==> src/rtl/rr_arb4_139.sv <==
`default_nettype none
// +------------------------------------------------------------------------+
// | rr_arb4_139 : 4-way round-robin arbiter with hold limit and 139 decode   |
// | Revision    : 1.0                                                        |
// +------------------------------------------------------------------------+
module rr_arb4_139 #(
  parameter int unsigned MAX_HOLD = 8
) (
  input  logic       CLK,
  input  logic       RESET,
  input  logic       G_L,
  input  logic [3:0] REQ_L,
  output logic [3:0] GNT_L,
  output logic [1:0] SEL,
  output logic       BUSY
);

  localparam int unsigned HC_W = $clog2(MAX_HOLD + 1);
  localparam logic [HC_W-1:0] C_HC_MAX = HC_W'(MAX_HOLD);
  localparam logic [HC_W-1:0] C_HC_ONE = HC_W'(1);

  typedef enum logic [0:0] {
    ST_IDLE  = 1'b0,
    ST_GRANT = 1'b1
  } state_t;

  state_t          state_q, state_d;
  logic [1:0]      sel_q, sel_d;
  logic [1:0]      ptr_q, ptr_d;
  logic [HC_W-1:0] hc_q, hc_d;

  logic [3:0] w_req;
  logic [7:0] w_req2;
  logic [3:0] w_rot;
  logic [1:0] w_off;
  logic       w_pick_valid;
  logic [1:0] w_pick_idx;
  logic       w_owner_req;
  logic       w_others_pend;
  logic       w_rel;

  assign w_req  = ~REQ_L;
  assign w_req2 = {w_req, w_req};
  // Rotate so that bit 0 is the requester currently holding top priority.
  assign w_rot  = w_req2[ptr_q +: 4];

  always_comb begin
    w_off        = 2'd0;
    w_pick_valid = 1'b1;
    if (w_rot[0])      w_off = 2'd0;
    else if (w_rot[1]) w_off = 2'd1;
    else if (w_rot[2]) w_off = 2'd2;
    else if (w_rot[3]) w_off = 2'd3;
    else               w_pick_valid = 1'b0;
  end

  assign w_pick_idx    = ptr_q + w_off;
  assign w_owner_req   = w_req[sel_q];
  assign w_others_pend = |(w_req & ~(4'b0001 << sel_q));
  assign w_rel         = !w_owner_req || G_L || ((hc_q == C_HC_MAX) && w_others_pend);

  always_ff @(posedge CLK or posedge RESET) begin
    if (RESET) begin
      state_q <= ST_IDLE;
      sel_q   <= 2'b00;
      ptr_q   <= 2'b00;
      hc_q    <= '0;
    end else begin
      state_q <= state_d;
      sel_q   <= sel_d;
      ptr_q   <= ptr_d;
      hc_q    <= hc_d;
    end
  end

  always_comb begin
    state_d = state_q;
    sel_d   = sel_q;
    ptr_d   = ptr_q;
    hc_d    = hc_q;
    case (state_q)
      ST_IDLE: begin
        if (!G_L && w_pick_valid) begin
          state_d = ST_GRANT;
          sel_d   = w_pick_idx;
          hc_d    = C_HC_ONE;
        end
      end
      ST_GRANT: begin
        // All release causes collapse into one release, so PTR moves once.
        if (w_rel) begin
          state_d = ST_IDLE;
          ptr_d   = sel_q + 2'd1;
          hc_d    = '0;
        end else if (hc_q != C_HC_MAX) begin
          hc_d = hc_q + C_HC_ONE;
        end
      end
      default: state_d = ST_IDLE;
    endcase
  end

  assign BUSY = (state_q == ST_GRANT);
  assign SEL  = sel_q;

  // 74x139 half: enable G = ~BUSY, B = SEL[1], A = SEL[0].
  always_comb begin
    GNT_L = 4'b1111;
    if (BUSY) begin
      case (sel_q)
        2'd0:    GNT_L = 4'b1110;
        2'd1:    GNT_L = 4'b1101;
        2'd2:    GNT_L = 4'b1011;
        default: GNT_L = 4'b0111;
      endcase
    end
  end

endmodule
`default_nettype wire

==> config.mk <==
export PLATFORM = sky130hd
export DESIGN_NAME = rr_arb4_139
export DESIGN_NICKNAME = d
export VERILOG_FILES = /design/src/rtl/rr_arb4_139.sv
export SDC_FILE = /design/constraint.sdc
export NUM_CORES = 1
export LEC_CHECK = 0
export CORE_MARGIN = 2
export CORE_UTILIZATION = 35
export DETAILED_ROUTE_END_ITERATION = 16
export HOLD_SLACK_MARGIN = 0.1
export PLACE_DENSITY = 0.67
export SYNTH_ARGS = -nofsm -noshare
export SYNTH_HDL_FRONTEND = slang
export SYNTH_SLANG_ARGS = --single-unit
==> constraint.sdc <==
create_clock -name CLK -period 3.6 [get_ports CLK]
set_clock_uncertainty 0.1 [all_clocks]
set_input_delay 0.36 -clock CLK [delete_from_list [all_inputs] [get_ports CLK]]
set_output_delay 0.36 -clock CLK [all_outputs]
set_load 0.03 [all_outputs]
* Word level (Yosys, flattened, before mapping) *
Index checks and enable logic that the tools add are counted.

cells by class
  add/subtract/negate cells = 3
  equal/unequal tests = 6
  reductions and logical operators = 11
  shift-type cells = 2
  mux-type cells = 19
  bitwise gates (word level) = 4
  order comparisons = 1

operators by type and width
  cell                                                                           count
  4-bit two-way mux                                                              4
  4-bit case mux with 3 select lines                                             1
  2-bit two-way mux                                                              4
  4-bit NOT                                                                      2
  4-bit case mux with 2 select lines                                             1
  8-bit by 3-bit indexed part select with 4-bit output                           1
  1-bit two-way mux                                                              7
  2-bit AND reduction                                                            3
  4-bit by 1-bit adder with 4-bit output (second input constant)                 1
  4-bit AND                                                                      1
  4-bit equality test (second input constant)                                    1
  4-bit != test (second input constant)                                          1
  4-bit OR reduction                                                             1
  1-bit by 2-bit left shift with 4-bit output (first input constant)             1
  2-bit by 3-bit less-than comparator with 1-bit output (second input constant)  1
  3-bit by 1-bit != test with 1-bit output (second input constant)               1
  2-bit by 1-bit adder with 2-bit output (second input constant)                 1
  2-bit adder                                                                    1
  1-bit binary-select mux with 2-bit select                                      1
  2-bit by 1-bit equality test with 1-bit output (second input constant)         1
  2-bit equality test (second input constant)                                    1
  1-bit logical AND                                                              2
  1-bit zero test                                                                2
  2-bit zero test                                                                1
  other kinds (4)                                                                5

storage, ports and cells
  input bits = 7
  word-level logic and storage cells = 50
  output and inout port bits = 7
  register bits = 9

* Depth between registers and ports, before layout *
Gate-level depths: netlist of the first run.

  word-level depth = 9
  gate-level depth with buffers = 8
  depth with buffers taken out = 8

* Worst setup path after synthesis of the first run *
OpenSTA, ideal clock, no wires.

  kind = reg-to-reg
  start = register sel_q[0] (netlist: SEL[0])
  end = register ptr_q[1]
  data arrival time = 1.846 ns
  cell stages (with the launch flop) = 8
  library setup time = 0.128 ns
  buffers on the path = 0
  slack = 1.526 ns
  cell sequence = dfrtp_1 inv_1 ha_1 o22ai_1 nor2_2 o21ai_4 nand2_4 mux2_1

between the ends
  longest elaborated chain between the ends = 7

ends and longest elaborated chain
  element                                      RTL line  text
  start: declaration                           28        logic [1:0] sel_q, sel_d;
  start signal: assignment                     70        sel_q <= sel_d;
  1-bit by 2-bit left shift with 4-bit output  59        assign w_others_pend = |(w_req & ~(4'b0001 << sel_q));
  4-bit NOT                                    59
  4-bit AND                                    59
  4-bit OR reduction                           59
  1-bit logical AND                            60        assign w_rel = !w_owner_req || G_L || ((hc_q == C_HC_MAX) && w_others_pend);
  1-bit logical OR                             60
  2-bit AND reduction (no source line)         -
  end signal: assignment                       71        ptr_q <= ptr_d;
  end: declaration                             29        logic [1:0] ptr_q, ptr_d;

Parallel ways exist; a longest one is shown, timed or not. The select of a mux whose other input is x is not followed.
A chain may end at the register's enable or synchronous reset.

* Worst setup path in the final report of the first run *
  start = register sel_q[0] (netlist: SEL[0])
  end = output port GNT_L[0]

between the ends
  longest elaborated chain between the ends = 3

ends and longest elaborated chain
  element                                            RTL line  text
  2-bit equality test, or another cell as far along  110       case (sel_q)
  4-bit case mux with 3 select lines *               110
  4-bit two-way mux *                                109       if (BUSY) begin
  end: declaration                                   13        output logic [3:0] GNT_L,

Mark *: on every way between the ends. The rest lies on a longest branch, timed or not.

==> results.toml, run 1 <==
[placed_design]
place_congestion = 0.784
io_buffers = 13
hpwl_um = 1370

[floorplanning]
coreArea_um2 = 2170
dieArea_um2 = 2670
initial_core_util_pct = 36.6
fp-row-count = 17
io_pins = 14
dieWidth_um = 51.6
die_y_um = 51.6

[outcome]
outcome = "complete, no violations"

[sta]
fin_setup_tns_ps = 0
clock.fmax_mhz = 426
worst_pin_slew_ps = 651
rsz0062_at_grt = "no"
final.min_clock_period_ps = 2350
slew_violations = 0
hold_violations = 0
setup_viol = 0
slew-limit-headroom_pct = 56.1
whs_ps = 252
fin_crit_sh_pct = 65.2

[synthesis]
synth.avg_cell_area_um2 = 9.13
synth-edff-count = 0
synth_common_cells = "ha_1 (10), dfrtp_1 (9), nand2_1 (9)"
synth_nets = 104
synth_top_area_share_pct = 28.3
synth-seq-area-share_pct = 28.3
ys_types = 36
synthesis.area_um2 = 795
synth_cells = 87
synth_ff_type = "dfrtp_1"
async_flop_share_pct = 100
synth_most_common_cell = "ha_1"
ys_warn_count = 0
yosysTopAreaCell = "dfrtp_1"
synth.area.top_cells = "dfrtp_1 (28%), ha_1 (16%), nand2_1 (4.3%), o21ai_0 (3.8%), inv_1 (3.8%)"
ys_seq_elements = 9

[grt]
grt_usage_pct = 15.8
grt_overflow = 0
grt_pass1_vias = 680
antenna_found_initial = 0
grt_pass1_wl_um = 3150
grt_start_max_net_pins = 14

[power]
leakage_nw = 0.425
powerDensity_nw_per_um2 = 666
peakVddDrop_mv = 0.407

[clocking]
ctsResizeCount = 0
root_buffer = "clkbuf_4"
holdBufCountCts = 0
cts_buffer_depth = 2
cts_setup_buffers = 0
htree_levels = 1
clk_latency_ps = 260
cts_sinks = 9
path_clk_slew_ps = 70
numCtsBuffers = 3
cts_tree = "yes"

[final_layout]
area_growth_pct = 23.5
drive_gt1_share_pct = 14.6
nets = 121
multi_input_area_um2 = 534
regArea_um2 = 225
n_fill_cell = 230
diodes = 0

[hold_path]
hp-class = "in2async"

[critical_path]
path_cells = "inv_1 > ha_1 > nand2_1 > clkdlybuf4s50_1"
cp.arrival_ps = 1890
required_ps = 3140
critPathSlowestCell = "clkdlybuf4s50_1"
worstPathMaxFanout = 7
cp-end-kind = "output port"
cp-start-kind = "flip-flop"
max_stage_delay_ps = 670
r2r_slack_ps = 1520
crit_type = "reg2out"

[detailed_routing]
num_vias = 696
drt-pass1-iter-count = 4
vias_per_cell = 5.31
drt_iter0_drc = 20
drt-total-wl_um = 1790
drcViolationCount = 0
wl_per_cell_um = 13.6
drtAntennaViolNets = 0

[job]
drv_cap = 0
[final timing paths]
path	start	endpoint	cells past startpoint
max	SEL[0]	GNT_L[0]	4
min	RESET	hc_q[2]	2
max reg2reg	SEL[0]	ptr_q[1]	7
min reg2reg	hc_q[1]	hc_q[1]	1
max in group asynchronous	RESET	SEL[1]	2
min in group CLK	hc_q[1]	hc_q[1]	1
[layout make-up]
cell class / count / area share (%)
multi-input combinational: 69 / 54.5
sequential: 9 / 23.0
timing repair buffer: 13 / 13.3
tap: 28 / 3.57
inverter: 8 / 3.06
clock buffer: 4 / 2.68
[metal layers]
| layer | vias to the layer above | track usage [%] | routed length (um) |
|---|---|---|---|
| li1 | 348 | - | - |
| met1 | 323 | 18.7 | 808 |
| met2 | 23 | 28.4 | 883 |
| met3 | 2 | 3.74 | 83 |
| met4 | 0 | 3.95 | 12 |
| met5 | - | 0 | 0 |
[cell usage in the layout (no fill, tap or decap), types with 2 or more instances in the layout]
master	synthesis	final
clkdlybuf4s50_1	0	13
o22ai_1	2	2
o21ai_1	2	2
o21ai_2	2	2
dfrtp_1	9	9
o21ai_0	6	6
a211oi_1	2	2
a21oi_1	5	5
nand3_1	2	2
clkbuf_4	0	3
a32o_2	2	2
nand2_1	9	9
ha_1	10	10
nor3b_1	2	2
nor2_1	4	4
inv_1	8	8
[stage by stage]
| stage | worst slack (ps) | utilization [%] | std cells | area, um2 | power, mW |
|---|---|---|---|---|---|
| 2_1_floorplan | 1530 | - | 87 | 795 | 0.454 |
| 3_3_place_gp | 1330 | 44.0 | 127 | 955 | 0.565 |
| 3_5_place_dp | 1210 | 44.0 | 127 | 955 | 0.576 |
| 4_1_cts | 1230 | 45.2 | 131 | 981 | 0.658 |
| 5_1_grt | 1130 | 45.2 | 131 | 981 | 0.721 |
| 6_report | 1250 | 45.2 | 131 | 981 | 0.653 |
[worst max-delay path: cells and delay by family, from the launching register on]
kind                     cells  cell delay, ps
flip-flops                   1             500
adder cells (fa/ha/maj)      1             230
AND/OR/NAND/NOR              1              60
buffers and inverters        2             840
[state kept, by name (all words and copies together) (netlist names)]
signal	count
BUSY	1
SEL	2
hc_q	4
ptr_q	2
[cells by family after synthesis]
kind of cell    after synthesis  share of synthesized area (%)
simple gates                 26                           18.1
mux                           3                           5.51
flops                         9                           28.3
fa+ha+maj                    10                           15.7
buf+inv                       9                           4.41
compound gates               29                           26.8
xor+xnor                      1                           1.10
[where the power goes]
group          internal, mW  switching [mW]
Sequential            0.136          0.0713
Clock                0.0427          0.0369
Combinational         0.161           0.205
Note: power is estimated with default switching activity, not from simulation.
==> run 2: changes to the inputs <==
Settings changed: PLACE_DENSITY 0.67 to 0.69.
Clock period 3.6 ns to 2.1 ns, I/O delays scaled along.
==> run 2 against run 1 <==
- global-route usage is 0.65 points higher
- count of clock-buffer cells in the layout stayed put
- clock power rose by 64%
- hold slack worse by 140 ps
- sequential share of layout area is 1.2 points lower
- routed wire length barely moved
- combinational power increased by 85%
- via count up 3.9%
- critical path type unchanged
- first-iteration DRC count shrank 75%
- core utilization increased by 2.7 points
==> results.toml, run 2 (same netlist as run 1, synthesis figures left out) <==
[final_layout]
nets = 129
stdcell_area_um2 = 1040
n_fill_cell = 225
area_growth_pct = 30.7
largest_register_ffs = 4
layout_common_cells = "ha_1 (10), clkdlybuf4s50_1 (10), nand2_1 (9)"
top_register = "hc_q"
diodes = 0
drive_gt1_share_pct = 21.6
stdcell_count = 139

[critical_path]
setup.worst_path.start = "SEL[0]"
r2r_cells = 8
crit_type = "reg2out"
cp-start-kind = "flip-flop"
worstSetupEndpoint = "GNT_L[3]"
required_ps = 1790
cp.arrival_ps = 1670
worstPathMaxFanout = 5
rr_endpoint = "hc_q[1]"
reg2reg_from = "SEL[0]"
r2r_slack_ps = 170
cp-end-kind = "output port"

[outcome]
outcome = "complete, no violations"

[grt]
grt_pass1_wl_um = 3370
grt_pass1_vias = 751
grt_start_max_net_pins = 14
antenna_found_initial = 0
grt_overflow = 0
grt_usage_pct = 16.4

[detailed_routing]
dr_wl_met2_um = 856
drcViolationCount = 0
wl_per_cell_um = 12.8
vias_per_cell = 5.20
wl_met1_um = 875
num_vias = 723
drt_iter0_drc = 5
met3_length_um = 54
maxUsedRoutingLayer = "met3"
drtAntennaViolNets = 0
drt-total-wl_um = 1790
drt-pass1-iter-count = 4

[sta]
worst_pin_slew_ps = 473
clock.fmax_mhz = 505
final.min_clock_period_ps = 1980
hold_violations = 0
rsz0062_at_grt = "no"
slew-limit-headroom_pct = 68.5
setup_viol = 0
fin_crit_sh_pct = 94.2
slew_violations = 0

[placed_design]
hpwl_um = 1430
io_buffers = 13
place_congestion = 0.798
dpl-instance-area_um2 = 1010
dp_cells = 135

[power]
p_total_mw = 1.15
leakage_nw = 0.458
peakVddDrop_mv = 0.645
powerDensity_nw_per_um2 = 1110

[hold_path]
hp-class = "in2async"

[clocking]
holdBufCountCts = 0
htree_levels = 1
cts_tree = "yes"
cts_buffer_depth = 2
path_clk_slew_ps = 60
cts_sinks = 9
cts_setup_buffers = 0
root_buffer = "clkbuf_4"
numCtsBuffers = 3
clk_latency_ps = 260

[floorplanning]
fp-row-count = 17
io_pins = 14
dieWidth_um = 51.6
coreArea_um2 = 2170
initial_core_util_pct = 36.6
dieArea_um2 = 2670
die_y_um = 51.6

[job]
drv_cap = 0
run 2: stage by stage:
stage          hold WS, ps  setup TNS [ps]  util [%]  worst slack (ps)
3_3_place_gp           395           -8.96      46.8             -8.96
2_1_floorplan        -62.1               0         -              26.0
6_report               112               0      47.9               121
4_1_cts                119               0      47.8              78.8
5_1_grt                142               0      47.9              23.3
3_5_place_dp           403           -73.2      46.8             -55.1
run 2: critical path, cell delays in order (launching register included):
cell and delay (ps):
dfrtp_2 450, ha_1 230, nand2_1 60, clkdlybuf4s50_1 680
run 2: layout make-up:
class	instances	area, um2	share of cell area (%)
Timing Repair Buffer	21	186	18.0
Sequential cell	9	226	21.8
Tap cell	28	35.0	3.37
Inverter	8	30.0	2.89
Clock buffer	4	26.3	2.53
Multi-Input combinational cell	69	534	51.4
run 2: worst min-delay path by stage:
stage | from | endpoint | slack, ps | cells after the start
2_1_floorplan | RESET | BUSY | -60 | 1
3_3_place_gp | RESET | hc_q[1] | 390 | 2
3_5_place_dp | RESET | hc_q[1] | 400 | 2
4_1_cts | RESET | hc_q[2] | 120 | 2
5_1_grt | RESET | hc_q[1] | 140 | 2
6_report | RESET | BUSY | 110 | 2
run 2: repair_timing:
item,4_1_cts,5_1_grt
setup endpoints to repair,3,3
resized for setup,3,1
gates cloned,0,0
run 2: per-layer routing:
metal	global-route usage (%)	up-vias
li1	-	367
met1	22.4	344
met2	26.1	12
met3	4.31	0
met4	3.51	0
met5	0	-
run 2: report_power, final:
part | leakage (nW) | total (mW) | switching (mW) | internal [mW]
Sequential | 0.112 | 0.345 | 0.109 | 0.236
Combinational | 0.331 | 0.676 | 0.370 | 0.305
Clock | 0.0150 | 0.131 | 0.0582 | 0.0731
